## config.mk

```make
export PLATFORM = sky130hd
export DESIGN_NAME = ads1220_ctrl
export DESIGN_NICKNAME = d
export VERILOG_FILES = /design/src/rtl/ads1220_ctrl.sv
export SDC_FILE = /design/constraint.sdc
export NUM_CORES = 1
export LEC_CHECK = 0
export CAP_MARGIN = 20
export CORE_MARGIN = 2
export CORE_UTILIZATION = 39
export DETAILED_ROUTE_END_ITERATION = 16
export GPL_TIMING_DRIVEN = 0
export HOLD_SLACK_MARGIN = 0.15
export PLACE_DENSITY = 0.67
export SYNTH_ARGS = -nofsm -noshare
export SYNTH_HDL_FRONTEND = slang
export SYNTH_SLANG_ARGS = --single-unit
```

## constraint.sdc

```tcl
create_clock -name clk -period 3.9 [get_ports clk]
set_input_delay 0.78 -clock clk [delete_from_list [all_inputs] [get_ports clk]]
set_output_delay 0.78 -clock clk [all_outputs]
set_load 0.02 [all_outputs]
```

## src/rtl/ads1220_ctrl.sv

```systemverilog
// rtl/ads1220_ctrl.sv - ADS1220 sequencer: power-up, register configuration and DRDY-driven conversion reads
//
// Purpose:
//   Drives the 24-bit SPI frame engine through RESET, WREG (regs 0..1 and 2..3)
//   and START/SYNC after power-up. It then reads one conversion per DRDY falling
//   edge. A cfg_wr pulse schedules a reconfiguration at the next idle point.
//
// Ports:
//   clk, rst              system clock, asynchronous active-high reset
//   en                    enable continuous conversion reads
//   cfg_data, cfg_wr      new register 0..3 image and its one-cycle write strobe
//   drdy_n                ADC data-ready, asynchronous to clk
//   spi_go, spi_wrdat     frame request and payload to the frame engine
//   spi_ok, spi_rddat     frame done and received data from the frame engine
//   cs_n                  ADC chip select
//   sample, sample_vld    last conversion result and its one-cycle strobe
//   cfg_done              configuration complete
//   busy                  frame or wait in progress (low only in IDLE)
//   timeout               sticky DRDY watchdog flag
//
// Optional feature macro: ADS1220_DRDY_TIMEOUT_EN enables the DRDY watchdog.
// Without it timeout is tied low and the block waits for DRDY indefinitely.

`timescale 1ns/1ps

module ads1220_ctrl #(
  parameter logic [31:0] CFG_INIT   = 32'h0004_1000,
  parameter logic [15:0] PWRUP_WAIT = 16'd2000,
  parameter logic [15:0] RESET_WAIT = 16'd1000,
  parameter int          CS_GAP     = 4,
  parameter logic [23:0] TO_CYCLES  = 24'd1_000_000
) (
  input  logic        clk,
  input  logic        rst,
  input  logic        en,
  input  logic [31:0] cfg_data,
  input  logic        cfg_wr,
  input  logic        drdy_n,
  output logic        spi_go,
  output logic [23:0] spi_wrdat,
  input  logic        spi_ok,
  input  logic [23:0] spi_rddat,
  output logic        cs_n,
  output logic [23:0] sample,
  output logic        sample_vld,
  output logic        cfg_done,
  output logic        busy,
  output logic        timeout
);

  typedef enum logic [2:0] {
    S_PWRUP, S_XRST, S_RWAIT, S_CFGA, S_CFGB, S_XSTART, S_IDLE, S_READ
  } state_t;

  // Sub-phase shared by all frame states.
  typedef enum logic [1:0] {
    PH_SETUP, PH_GO, PH_GAP
  } phase_t;

  localparam logic [7:0] GAP_LAST = 8'(CS_GAP - 1);

  state_t      state_q, state_d;
  phase_t      phase_q, phase_d;
  logic [15:0] wait_cnt_q, wait_cnt_d;
  logic [7:0]  gap_cnt_q, gap_cnt_d;
  logic        go_q, go_d;
  logic [23:0] wrdat_q, wrdat_d;
  logic        cs_n_q, cs_n_d;
  logic [23:0] sample_q, sample_d;
  logic        sample_vld_q, sample_vld_d;
  logic        cfg_done_q, cfg_done_d;
  logic [31:0] shadow_q, shadow_d;
  logic        cfg_pend_q, cfg_pend_d;
  logic        drdy_pend_q, drdy_pend_d;
  logic        drdy_s1_q, drdy_s1_d;
  logic        drdy_s2_q, drdy_s2_d;
  logic        drdy_s3_q, drdy_s3_d;

  logic        drdy_ev;
  logic        drdy_take;
  logic        start_en;
  state_t      start_st;

`ifdef ADS1220_DRDY_TIMEOUT_EN
  logic [23:0] to_cnt_q, to_cnt_d;
  logic        timeout_q, timeout_d;
`else
  logic        unused_to_cycles;
  assign unused_to_cycles = ^TO_CYCLES;
`endif

  function automatic logic [23:0] frame_word(input state_t s, input logic [31:0] sh);
    case (s)
      S_XRST:   frame_word = 24'h06_0000;
      S_CFGA:   frame_word = {8'h41, sh[31:16]};
      S_CFGB:   frame_word = {8'h49, sh[15:0]};
      S_XSTART: frame_word = 24'h08_0000;
      default:  frame_word = 24'h00_0000;
    endcase
  endfunction

  always_ff @(posedge clk or posedge rst) begin
    if (rst) begin
      state_q      <= S_PWRUP;
      phase_q      <= PH_SETUP;
      wait_cnt_q   <= '0;
      gap_cnt_q    <= '0;
      go_q         <= 1'b0;
      wrdat_q      <= '0;
      cs_n_q       <= 1'b1;
      sample_q     <= '0;
      sample_vld_q <= 1'b0;
      cfg_done_q   <= 1'b0;
      shadow_q     <= CFG_INIT;
      cfg_pend_q   <= 1'b0;
      drdy_pend_q  <= 1'b0;
      drdy_s1_q    <= 1'b1;
      drdy_s2_q    <= 1'b1;
      drdy_s3_q    <= 1'b1;
`ifdef ADS1220_DRDY_TIMEOUT_EN
      to_cnt_q     <= '0;
      timeout_q    <= 1'b0;
`endif
    end else begin
      state_q      <= state_d;
      phase_q      <= phase_d;
      wait_cnt_q   <= wait_cnt_d;
      gap_cnt_q    <= gap_cnt_d;
      go_q         <= go_d;
      wrdat_q      <= wrdat_d;
      cs_n_q       <= cs_n_d;
      sample_q     <= sample_d;
      sample_vld_q <= sample_vld_d;
      cfg_done_q   <= cfg_done_d;
      shadow_q     <= shadow_d;
      cfg_pend_q   <= cfg_pend_d;
      drdy_pend_q  <= drdy_pend_d;
      drdy_s1_q    <= drdy_s1_d;
      drdy_s2_q    <= drdy_s2_d;
      drdy_s3_q    <= drdy_s3_d;
`ifdef ADS1220_DRDY_TIMEOUT_EN
      to_cnt_q     <= to_cnt_d;
      timeout_q    <= timeout_d;
`endif
    end
  end

  // s1/s2 synchronize; s3 is the previous synchronized level for edge detect.
  // The live edge is folded into drdy_ev so IDLE can react in the same cycle.
  assign drdy_ev = drdy_pend_q | (drdy_s3_q & ~drdy_s2_q);

  always_comb begin
    state_d      = state_q;
    phase_d      = phase_q;
    wait_cnt_d   = wait_cnt_q;
    gap_cnt_d    = gap_cnt_q;
    go_d         = go_q;
    wrdat_d      = wrdat_q;
    cs_n_d       = cs_n_q;
    sample_d     = sample_q;
    sample_vld_d = 1'b0;
    cfg_done_d   = cfg_done_q;
    shadow_d     = shadow_q;
    cfg_pend_d   = cfg_pend_q;
    drdy_s1_d    = drdy_n;
    drdy_s2_d    = drdy_s1_q;
    drdy_s3_d    = drdy_s2_q;
    drdy_take    = 1'b0;
    start_en     = 1'b0;
    start_st     = S_IDLE;
`ifdef ADS1220_DRDY_TIMEOUT_EN
    to_cnt_d     = '0;
    timeout_d    = timeout_q;
`endif

    case (state_q)
      S_PWRUP: begin
        if (wait_cnt_q == PWRUP_WAIT - 16'd1) begin
          start_en = 1'b1;
          start_st = S_XRST;
        end else begin
          wait_cnt_d = wait_cnt_q + 16'd1;
        end
      end
      S_RWAIT: begin
        if (wait_cnt_q == RESET_WAIT - 16'd1) begin
          start_en = 1'b1;
          start_st = S_CFGA;
        end else begin
          wait_cnt_d = wait_cnt_q + 16'd1;
        end
      end
      S_IDLE: begin
        // Pending reconfiguration wins over a pending DRDY event.
        if (cfg_pend_q) begin
          start_en = 1'b1;
          start_st = S_CFGA;
        end else if (en && drdy_ev) begin
          start_en  = 1'b1;
          start_st  = S_READ;
          drdy_take = 1'b1;
        end
`ifdef ADS1220_DRDY_TIMEOUT_EN
        else if (en) begin
          if (to_cnt_q == TO_CYCLES - 24'd1) begin
            timeout_d = 1'b1;
            start_en  = 1'b1;
            start_st  = S_XRST;
          end else begin
            to_cnt_d = to_cnt_q + 24'd1;
          end
        end
`endif
      end
      default: begin
        case (phase_q)
          PH_SETUP: begin
            // cs_n and wrdat were set on entry; never raise go over a stale ok.
            if (!spi_ok) begin
              go_d    = 1'b1;
              phase_d = PH_GO;
            end
          end
          PH_GO: begin
            if (spi_ok) begin
              go_d      = 1'b0;
              cs_n_d    = 1'b1;
              phase_d   = PH_GAP;
              gap_cnt_d = '0;
              if (state_q == S_READ) begin
                sample_d     = spi_rddat;
                sample_vld_d = 1'b1;
              end
            end
          end
          default: begin
            // Gap cycles only count once the engine has released spi_ok.
            if (!spi_ok) begin
              if (gap_cnt_q != GAP_LAST) begin
                gap_cnt_d = gap_cnt_q + 8'd1;
              end else begin
                case (state_q)
                  S_XRST: begin
                    state_d    = S_RWAIT;
                    wait_cnt_d = '0;
                  end
                  S_CFGA: begin
                    start_en = 1'b1;
                    start_st = cfg_pend_q ? S_CFGA : S_CFGB;
                  end
                  S_CFGB: begin
                    start_en = 1'b1;
                    if (cfg_pend_q) begin
                      start_st = S_CFGA;
                    end else begin
                      start_st   = S_XSTART;
                      cfg_done_d = 1'b1;
                    end
                  end
                  S_XSTART: begin
                    if (cfg_pend_q) begin
                      start_en = 1'b1;
                      start_st = S_CFGA;
                    end else begin
                      state_d = S_IDLE;
                    end
                  end
                  default: state_d = S_IDLE;
                endcase
              end
            end
          end
        endcase
      end
    endcase

    // Frame entry: chip select drops and payload settles one cycle before go.
    if (start_en) begin
      state_d = start_st;
      phase_d = PH_SETUP;
      cs_n_d  = 1'b0;
      wrdat_d = frame_word(start_st, shadow_q);
      if (start_st == S_CFGA) begin
        cfg_pend_d = 1'b0;
        cfg_done_d = 1'b0;
      end
    end

    // A write arriving as CFGA starts re-arms the pending flag with newer data.
    if (cfg_wr) begin
      shadow_d   = cfg_data;
      cfg_pend_d = 1'b1;
    end

    drdy_pend_d = en & drdy_ev & ~drdy_take;
  end

  assign spi_go     = go_q;
  assign spi_wrdat  = wrdat_q;
  assign cs_n       = cs_n_q;
  assign sample     = sample_q;
  assign sample_vld = sample_vld_q;
  assign cfg_done   = cfg_done_q;
  assign busy       = (state_q != S_IDLE);
`ifdef ADS1220_DRDY_TIMEOUT_EN
  assign timeout    = timeout_q;
`else
  assign timeout    = 1'b0;
`endif

endmodule

```

Word level (Yosys, flattened, before mapping)
Cells that the tools add are included. W data, S select, Z words.

Flip-flop bits (word level): 118. Input bits: 62. Output and inout bits: 54. Logic and storage cells: 151.

$add $sub $neg: 2. Equal/unequal tests: 32. Mux-type cells: 70. Bitwise logic cells: 9. Reduce and logical (&&, ||, !) cells: 22.

Operators by type and width (number): $mux W16 (6); $pmux W23 S4 (1); $pmux W16 S3 (1); $mux W3 (15); $mux W1 (32); $pmux W3 S3 (3); $mux W8 (3); $eq A3 B3 Y1 const B (6); $add A16 B1 Y16 const B (1); $eq A16 B10 Y1 const B (1); $eq A16 B11 Y1 const B (1); $pmux W8 S2 (1); $ne A3 B3 Y1 const B (4); $reduce_and A4 Y1 (3); $reduce_bool A2 Y1 (6); $ne A2 B1 Y1 const B (5); $ne A2 B2 Y1 const B (5); $eq A3 B2 Y1 const B (3); $ne A3 B1 Y1 const B (3); $add A8 B1 Y8 const B (1); $mux W2 (4); $ne A8 B2 Y1 const B (1); $reduce_and A7 Y1 (1); $eq A3 B1 Y1 const B (2); other kinds (17) (26).

Longest topological paths before layout
Word-level depth: 11. Mapped depth: 8. Depth with buffers taken out: 6.

Worst setup path before layout
No wires, ideal clock.

Kind: in2reg. Start point: input port spi_ok. End point: register wait_cnt_q[4]. Library setup time: 0.069 ns. Arrival: 2.026 ns. Required time: 3.831 ns. Path slack: 1.805 ns. Stages on the path: 5. Path buffers: 0. Cells stage by stage: nor4b_4 -> a41oi_2 -> o21bai_4 -> or4_1 -> nand3_1.

Cells in the longest elaborated chain, start to end: 2.

RTL lines: from (decl) (line 41) `input logic spi_ok,`; $ne A3 B1 Y1 (no source line); $reduce_and A7 Y1 (no source line); to (signal assigned) (line 127) `wait_cnt_q <= wait_cnt_d;`; to (decl) (line 64) `logic [15:0] wait_cnt_q, wait_cnt_d;`.

No other way between the ends. A chain may end at the register's enable or synchronous reset.

Final worst setup path
Start point: input port spi_ok. End point: register wrdat_q[1] (netlist: spi_wrdat[1]).

Cells in the longest elaborated chain, start to end: 5. Elaborated cells between the ends (all ways): 11. Classes of those cells: 4 x eq/ne; 7 x mux.

RTL lines: $mux W3 (line 238) `if (!spi_ok) begin`; $mux W3 (line 216) `case (phase_q)`; $pmux W3 S3 (line 176) `case (state_q)`; $eq A3 B3 Y1, or another cell as far along (line 93) `case (s)`; $pmux W23 S4 (line 93); to (signal assigned) (line 130) `wrdat_q <= wrdat_d;`; to (decl) (line 67) `logic [23:0] wrdat_q, wrdat_d;`.

Parallel ways exist; a longest one is shown, timed or not.

==> out/summary.log <==
[placement] Buffers on Ports 110
[finish] Finished Core Util 0.556
[finish] area of all sequential standard cells 0.00284 mm2
[critical_path] Max stage delay on crit path 0.55 ns
[critical_path] worst-path cell chain clkdlybuf4s50_1 -> nor4b_4 -> nand3_2 -> nor3_2 -> clkbuf_2 -> and2_1 -> a221o_1
[clock_network] H-Tree Depth 4
[clock_network] number of hold buffers added after cts 0
[critical_path] endpoint kind of the worst setup timing path register
[floorplanning] y dimension of the die 119 um
[run_status] outcome completed
[clock_network] later-pin clock latency in the skew report 0.40 ns
[clock_network] number of buffers created by CTS 17
[clock_network] post-cts gate resize count 0
[yosys] share of the synthesized area in the top cell type 0.523
[floorplanning] count of standard-cell rows 41
[yosys] Distinct cells, synth 58
[clock_network] deepest clock path buffer count 2
[power] LEAKAGE 3.06 nW
[floorplanning] Die Footprint 0.0140 mm2
[global_routing] peak-usage layer in the global routing report met2
[yosys] Yosys warning count 0
[drt] Routed WL 11600 um
[global_routing] first-pass GRT wire length 19700 um
[global_routing] GR Layer Usage met2 0.280
[critical_path] buffer and inverter count on the worst path 2
[floorplanning] Core Box Area 0.0127 mm2
[critical_path] Worst Path Max Fanout 10
[worst_hold_path] worst hold-check path type reg2reg
[global_routing] number of antenna violations at the first check in global routing 0
[critical_path] CP Data Required Time 4.24 ns
[floorplanning] Starting Density 0.402
[placement] total cell area at the placement stage 0.00647 mm2
[global_routing] met1 global-route usage 0.219
[clock_network] postcts setup bufs 0
[sta] unrepaired setup endpoints after global routing false
[critical_path] data arrival time at the worst-slack endpoint 3.00 ns
[floorplanning] count of pins on the block boundary 116
[yosys] Cells after Synth 430
[drt] # DRC 0
[power] Max rail drop VDD 0.349 mV
[finish] area added between synthesis and finish 38.3%
[yosys] dominant register cell in the synthesized netlist sky130_fd_sc_hd__dfrtp_1
[drt] Detail Route Antenna Nets 0
[sta] Least-Margin Pin Slew 0.748 ns
[sta] worst max-slew margin expressed relative to the limit 0.501
[finish] final design instance area without fill 0.00707 mm2
[sta] endpoints failing hold 0
[finish] share of final-layout standard cells stronger than drive strength 1 0.222
[drt] vias post-DR 3897
[finish] final net count 628
[global_routing] via count of the first global-routing pass 3960
[yosys] Post-Synthesis Mean Instance Area 11.9 um2
[critical_path] category of the most critical setup path in2reg
[yosys] post-synthesis instance area 0.00511 mm2
[sta] endpoints failing setup 0
[drt] DRT Pass-1 Iters 4
[global_routing] Total Routing Usage GR 0.175
[clock_network] clock root buffer sky130_fd_sc_hd__clkbuf_16
[drt] detail-routed via count per cell 5.21
[finish] multi-input logic area 0.00209 mm2
[yosys] top cells by area in the synthesized netlist sky130_fd_sc_hd__dfrtp_1, sky130_fd_sc_hd__mux2_2, sky130_fd_sc_hd__a221o_1
[clock_network] # clock sinks 113
[yosys] fraction of registers with async set or reset after synthesis 1.00
[critical_path] slowest stage cell, crit path sky130_fd_sc_hd__clkdlybuf4s50_1
[finish] fill cell total of the finished layout 1106
[finish] Diodes inserted 0
[sta] Tcrit/Tclk final 0.681
[power] cell area power density 681 mW/mm2
[yosys] leading cell type by number of instances after synthesis sky130_fd_sc_hd__dfrtp_1
[placement] dpl hpwl 8080 um
[critical_path] startpoint class of the critical path input port
[critical_path] delay-heaviest family, CP simple AND/OR/NAND/NOR gates
[global_routing] fraction of met3 tracks used by global routing 0.0685
[clock_network] CTS tree done
[sta] Final Max Slew Viols 0
[floorplanning] width of the die 119 um
[sta] minimum period implied by the final worst setup slack 2.65 ns
[drt] average detailed-routed wire length per instance 15.5 um
[yosys] count of flip-flops with a built-in enable after synthesis 0
[yosys] sequential-to-total area share from yosys stat 0.554
[sta] worst clock skew 0.00891 ns
[drt] violation count after the first detailed-route iteration 216
[yosys] synthesized flop and latch total 113
[job] reported max-cap violation count 0
[yosys] most area-hungry cell type in the Yosys netlist sky130_fd_sc_hd__dfrtp_1
[placement] routability congestion estimate 0.817
[yosys] leading post-synthesis cells by instance count sky130_fd_sc_hd__dfrtp_1, sky130_fd_sc_hd__mux2_2, sky130_fd_sc_hd__o21ai_0
[global_routing] residual overflow from global routing 0
[sta] maximum achievable frequency 377 MHz
[clock_network] post-CTS clock slew at the launch and capture registers of the worst setup and hold paths 0.05 ns
[global_routing] maximum number of pins on one net before global-route repair 60
-- stage by stage --
stage / cells / power [mW] / TNS [ns] / worst slack [ns] / hold WS [ns]
2_1_floorplan: 433 / 2.65 / 0 / 0.143 / 0.345
3_3_place_gp: 715 / 3.22 / -160.39 / -1.49 / 0.347
3_5_place_dp: 716 / 3.27 / 0 / 0.812 / 0.356
4_1_cts: 748 / 4.85 / 0 / 1.23 / 0.360
5_1_grt: 748 / 5.10 / 0 / 1.07 / 0.362
6_report: 748 / 4.81 / 0 / 1.25 / 0.360
-- cells by family (layout without fill, tap and decap cells) --
| family | Yosys count | after routing | share of synthesized area |
|---|---|---|---|
| other | 1 | 4 | 0.000733 |
| DFF | 113 | 113 | 0.554 |
| AOI/OAI and AO/OA | 92 | 92 | 0.128 |
| muxes | 57 | 57 | 0.125 |
| adders and majority gates | 3 | 3 | 0.00734 |
| buffers and inverters | 39 | 182 | 0.0394 |
| and+or+nand+nor | 125 | 125 | 0.145 |
-- where the power goes --
part           switching [mW]  total, mW  internal [mW]
Combinational           0.782       1.51          0.727
Clock                   0.524       1.56           1.04
Sequential              0.258       1.74           1.49
-- layout by cell type, fill, tap and decap left out, drive strengths merged, types with 9 or more instances in the layout --
cell type      instances
clkdlybuf4s50        110
and2                  19
a31oi                  9
a21oi                 10
a221o                 16
dfrtp                107
nor2                  18
o21ai                 33
nand3                 16
inv                    9
nand2                 25
buf                   20
mux2                  56
clkbuf                34
-- flip-flops by register name, summed over array words and instances, names as in the netlist --
register	cells
state_q	3
cfg_done	1
spi_go	1
spi_wrdat	19
cfg_pend_q	1
drdy_s3_q	1
phase_q	2
cs_n	1
gap_cnt_q	8
sample_vld	1
sample	24
wait_cnt_q	16
drdy_s1_q	1
drdy_s2_q	1
drdy_pend_q	1
shadow_q	32
-- layout make-up --
type,count,share of cell area
inverters,9,0.00513
clock buffers,23,0.0662
plain buffers,30,0.0237
clock inverters,9,0.0186
well taps,172,0.0304
flip-flops and latches,113,0.401
repair buffers,111,0.160
multi-input cells,281,0.295
-- worst register-to-register path, delay by kind of cell (launching register included) --
| family | cells | cell delay [ns] |
|---|---|---|
| buf+inv | 1 | 0.31 |
| flops | 1 | 0.38 |
| compound gates | 1 | 0.10 |
| fa+ha+maj | 1 | 0.23 |
| simple gates | 4 | 1.20 |
-- routing by layer --
layer  share of wire  wire length (um)
met3           0.070               810
met4           0.014               163
met1            0.43              4930
met5               0                 0
met2            0.49              5670
-- final timing paths --
path / startpoint / end / slack [ns] / depth (start not counted)
max: spi_ok / spi_wrdat[1]$_DFFE_PP0P_ / 1.25 / 7
min: drdy_s1_q$_DFF_PP1_ / drdy_s2_q$_DFF_PP1_ / 0.36 / 0
max reg2reg: gap_cnt_q[0]$_DFFE_PP0P_ / spi_wrdat[1]$_DFFE_PP0P_ / 1.63 / 7
min reg2reg: drdy_s1_q$_DFF_PP1_ / drdy_s2_q$_DFF_PP1_ / 0.36 / 0
max in group asynchronous: rst / shadow_q[18]$_DFFE_PP1P_ / 2.27 / 3
min in group asynchronous: rst / sample[0]$_DFFE_PP0P_ / 0.87 / 2
(Power assumes the default switching activity.)
==> RTL edit 1 (config.mk and constraints unchanged) <==
Make the reset (`rst`) synchronous in one clocked block. Comments in the files are not updated.
--- a/src/rtl/ads1220_ctrl.sv
+++ b/src/rtl/ads1220_ctrl.sv
@@ -99,7 +99,7 @@
     endcase
   endfunction
 
-  always_ff @(posedge clk or posedge rst) begin
+  always_ff @(posedge clk) begin
     if (rst) begin
       state_q      <= S_PWRUP;
       phase_q      <= PH_SETUP;
Formal check against the unedited RTL: no difference found for any inputs over 10 cycles, from zero or initial values and one cycle with rst high; that may be too few to reach the edited logic, so the function may still have changed.
==> RTL edit 1 against the original RTL <==
Sequential cell count is the same. Routed wire length grew 14%. Synthesized cell count grew 31%. Design area shrank 3.4%. Utilization grew 0.80 points. Non-clock buffer count grew 13. Clock skew shrank 0.0042 ns. Worst setup slack lost 0.13 ns. Area after synthesis shrank 4.3%.
Power is not compared: it rests on default switching activity, and its combinational part moved more than twofold at a synthesized area within 25%.
==> RTL edit 1: results (changes against the original RTL) <==
status -> finished, final reports clean
synth unique cells -> 59 (+1.7%)
CTS max path bufs -> 2 (unchanged)
synth top area cells -> dfxtp_1 (46%), mux2i_1 (6.5%), nand2_1 (5.4%), a21oi_1 (4.5%), nor2_1 (4.1%)
H-Tree Depth -> 4 (unchanged)
worst IR drop on VDD -> 0.331 mV
Layout fillers -> 1128 (+2.0%)
max-slew violations -> 0 (unchanged)
dpl cells -> 842 (+18%)
post-synth top area share -> 0.462 (-0.0616)
HP Class -> reg -> reg
hold path depth -> 1 (+1)
sequential-to-total area share from yosys stat -> 0.462 (-0.0924)
Final Skew -> 0.00475 ns (-0.00415 ns)
largest net degree at the start of global routing -> 17 (-72%)
Starting DRT DRC Count -> 178 (-18%)
layout cells sized above 1 -> 0.101 (-0.122)
initial antenna violation count -> 0 (unchanged)
DP Area -> 6210 um^2 (-4.1%)
GPL Wtd Cong -> 0.859 (+5.2%)
critical path depth -> 7 (unchanged)
Port-buffer cells -> 109 (-0.91%)
Cell Count, Final, Fillers Out -> 874 (+17%)
CTS resizes -> 0 (unchanged)
Layout Nets -> 757 (+21%)
root buffer cell -> clkbuf_16
Slew HR -> 0.432 (-0.0693)
CTS buffer count -> 17 (unchanged)
pre-CTS setup slack -> 0.755 ns (-0.0578 ns)
Setup Buffers After CTS -> 0 (unchanged)
Crit-path slowest cell -> o221ai_1
vias -> 4500 (+15%)
1st-pass router iterations -> 5 (+1)
ant diodes -> 0 (unchanged)
post-DP HPWL -> 9700 um (+20%)
first-pass GRT wire length -> 21300 um (+8.1%)
Cells after Synth -> 562 (+31%)
Total GRT Usage -> 0.204 (+0.0292)
number of global-route vias before repair -> 4355 (+10%)
synth cell count leaders -> dfxtp_1 (113), nand2_1 (71), nor2_1 (53)
asr flop ratio synth -> 0 (-1.00)
maximum fanout along the worst path -> 10 (unchanged)
Arr. time, crit path -> 3.12 ns (+0.12 ns)
leak pwr -> 0.00256 uW
cells on worst reg2reg path -> 7 (unchanged)
delay-heaviest family, CP -> buffers and inverters
Max stage delay on crit path -> 0.72 ns (+0.17 ns)
Biggest register -> shadow_q
clock latency on the worst-skew pair -> 0.41 ns
final wirelength -> 13200 um (+14%)
==> RTL edit 1: logic make-up (layout without fill, tap and decap cells) <==
kind of cell / Yosys count / count (layout) / synth area share
muxes: 32 / 32 / 0.0654
DFF: 113 / 113 / 0.462
xor gates and xnor gates: 6 / 6 / 0.0107
AOI/OAI and AO/OA: 107 / 107 / 0.149
and+or+nand+nor: 234 / 234 / 0.245
buffers and inverters: 67 / 208 / 0.0621
other: 1 / 4 / 0.000766
adders and majority gates: 2 / 2 / 0.00511
==> RTL edit 1: layout make-up <==
cell class,count,area (um^2),area share
multi-input cells,385,2340,0.343
flip-flops and latches,113,2260,0.331
repair buffers,109,1090,0.160
clock buffers,20,457,0.0669
plain buffers,45,221,0.0324
well taps,168,210,0.0308
clock inverters,12,163,0.0238
inverters,22,82.6,0.0121
==> RTL edit 1: power breakdown <==
part / total [uW] / switching, uW / internal, uW
registers: 1200 / 14.3 / 1180
clock network: 1610 / 522 / 1090
logic: 168 / 77.4 / 91.1
total: 2980 / 614 / 2370
==> RTL edit 1: worst paths after layout <==
| path | start | to | slack (ns) |
|---|---|---|---|
| max | spi_ok | spi_wrdat[11] | 1.12 |
| min | drdy_s1_q | drdy_s2_q | 0.41 |
| max reg2reg | wait_cnt_q[0] | spi_wrdat[11] | 1.15 |
| min reg2reg | drdy_s1_q | drdy_s2_q | 0.41 |
==> RTL edit 1: layer usage <==
metal / GRT usage / part of all wire / vias up
met5: 0 / 0 / -
met4: 0.0889 / 0.021 / 0
met3: 0.0575 / 0.047 / 25
met2: 0.350 / 0.51 / 118
met1: 0.239 / 0.43 / 2132
li1: - / - / 2225
==> RTL edit 2 (same settings) <==
Without the edit above. Add a define of `ADS1220_DRDY_TIMEOUT_EN`.
--- a/src/rtl/ads1220_ctrl.sv
+++ b/src/rtl/ads1220_ctrl.sv
@@ -22,6 +22,8 @@
 // Without it timeout is tied low and the block waits for DRDY indefinitely.
 
 `timescale 1ns/1ps
+
+`define ADS1220_DRDY_TIMEOUT_EN
 
 module ads1220_ctrl #(
   parameter logic [31:0] CFG_INIT   = 32'h0004_1000,
Behaviour: same outputs for any inputs over 10 cycles, from zero or initial values and one cycle with rst high; that may be too few to reach the edited logic, so the function may still have changed.
==> RTL edit 2 against the original RTL <==
Routed wire length grew 20%. Design area rose by 19%. Worst setup slack improved by 0.011 ns. Non-clock buffer count stayed put. Area after synthesis up 23%. Count of clock-buffer cells in the layout fell by 1. Sequential cell count increased by 25. Sequential share of layout area increased by 1.1 points. Utilization shrank 2.5 points.
Power is not compared: it rests on default switching activity, and its combinational part moved more than twofold at a synthesized area within 25%.
==> RTL edit 2: results (changes against the original RTL) <==
Total GRT Usage -> 0.169 (-0.00580)
first-pass GRT wire length -> 23800 um (+21%)
CTS resizes -> 0 (unchanged)
Max stage delay on crit path -> 0.57 ns (+0.02 ns)
largest net degree at the start of global routing -> 41 (-32%)
GPL Wtd Cong -> 0.847 (+3.6%)
synth cell count leaders -> dfrtp_1 (132), nor2_1 (61), mux2_2 (56)
number of global-route vias before repair -> 4919 (+24%)
Arr. time, crit path -> 1.86 ns (-1.14 ns)
Layout Nets -> 745 (+19%)
Starting DRT DRC Count -> 248 (+15%)
post-DP HPWL -> 9900 um (+23%)
Slew HR -> 0.496 (-0.00503)
Crit-path slowest cell -> clkdlybuf4s50_1
layout cells sized above 1 -> 0.188 (-0.0344)
status -> finished, final reports clean
synth top area cells -> dfrtp_1 (52%), mux2_2 (10%), xor2_1 (4.3%), nor2_1 (3.6%), a221o_1 (2.5%)
clock latency on the worst-skew pair -> 0.42 ns (+0.02 ns)
Layout fillers -> 1350 (+22%)
maximum fanout along the worst path -> 9 (-1)
root buffer cell -> clkbuf_16
vias -> 4661 (+20%)
CTS max path bufs -> 2 (unchanged)
ant diodes -> 0 (unchanged)
Biggest register -> shadow_q
pre-CTS setup slack -> 0.792 ns (-0.0203 ns)
Int Power -> 2690 uW
sequential-to-total area share from yosys stat -> 0.549 (-0.00528)
leak pwr -> 0.00359 uW
delay-heaviest family, CP -> buffers and inverters
Final Skew -> 0.00921 ns (+0.000300 ns)
max FFs per register -> 32 (unchanged)
Port-buffer cells -> 111 (+0.91%)
Synth warnings -> 0 (unchanged)
HP Class -> reg -> reg
synth unique cells -> 59 (+1.7%)
final wirelength -> 13900 um (+20%)
==> RTL edit 2: final timing paths <==
kind | start | end | slack [ns] | cells after the start
max | state_q[1] | busy | 1.26 | 4
min | drdy_s1_q | drdy_s2_q | 0.36 | 0
max reg2reg | wait_cnt_q[0] | spi_wrdat[1] | 1.44 | 8
min reg2reg | drdy_s1_q | drdy_s2_q | 0.36 | 0
max in group asynchronous | rst | drdy_s2_q | 1.93 | 5
min in group asynchronous | rst | wait_cnt_q[9] | 0.80 | 2
==> RTL edit 2: stage by stage <==
stage	hold WS, ns	util	cell area, um^2	total power, uW	std cells
floorplan	0.345	-	6310	1580	546
global placement	0.356	0.486	7700	1660	873
detailed placement	0.356	0.490	7760	1670	876
CTS	0.365	0.530	8400	3400	908
global route	0.365	0.530	8400	3490	908
finish	0.364	0.530	8400	3360	908
==> RTL edit 2: cell families (layout without fill, tap and decap cells) <==
family	after synthesis	in the layout	synth area share
simple gates	206	206	0.182
flops	138	138	0.549
compound gates	67	67	0.0830
mux	56	56	0.100
xor+xnor	36	36	0.0500
buf+inv	36	182	0.0272
fa+ha+maj	4	4	0.00794
other cells	1	3	0.000595
==> RTL edit 2: area by class of cell <==
class / instances / area (um^2) / share of cell area
sequential: 138 / 3460 / 0.412
buffer: 27 / 138 / 0.0164
tap: 216 / 270 / 0.0322
clock buffer: 22 / 474 / 0.0565
inverter: 9 / 37.5 / 0.00447
multi-input combinational: 372 / 2680 / 0.319
timing repair buffer: 114 / 1170 / 0.139
clock inverter: 10 / 165 / 0.0197
==> RTL edit 2: routing by layer <==
metal	global-route usage	wire length, um	share of wire
met1	0.211	6110	0.44
met2	0.274	6640	0.48
met3	0.0590	951	0.068
met4	0.0610	195	0.014
met5	0	0	0
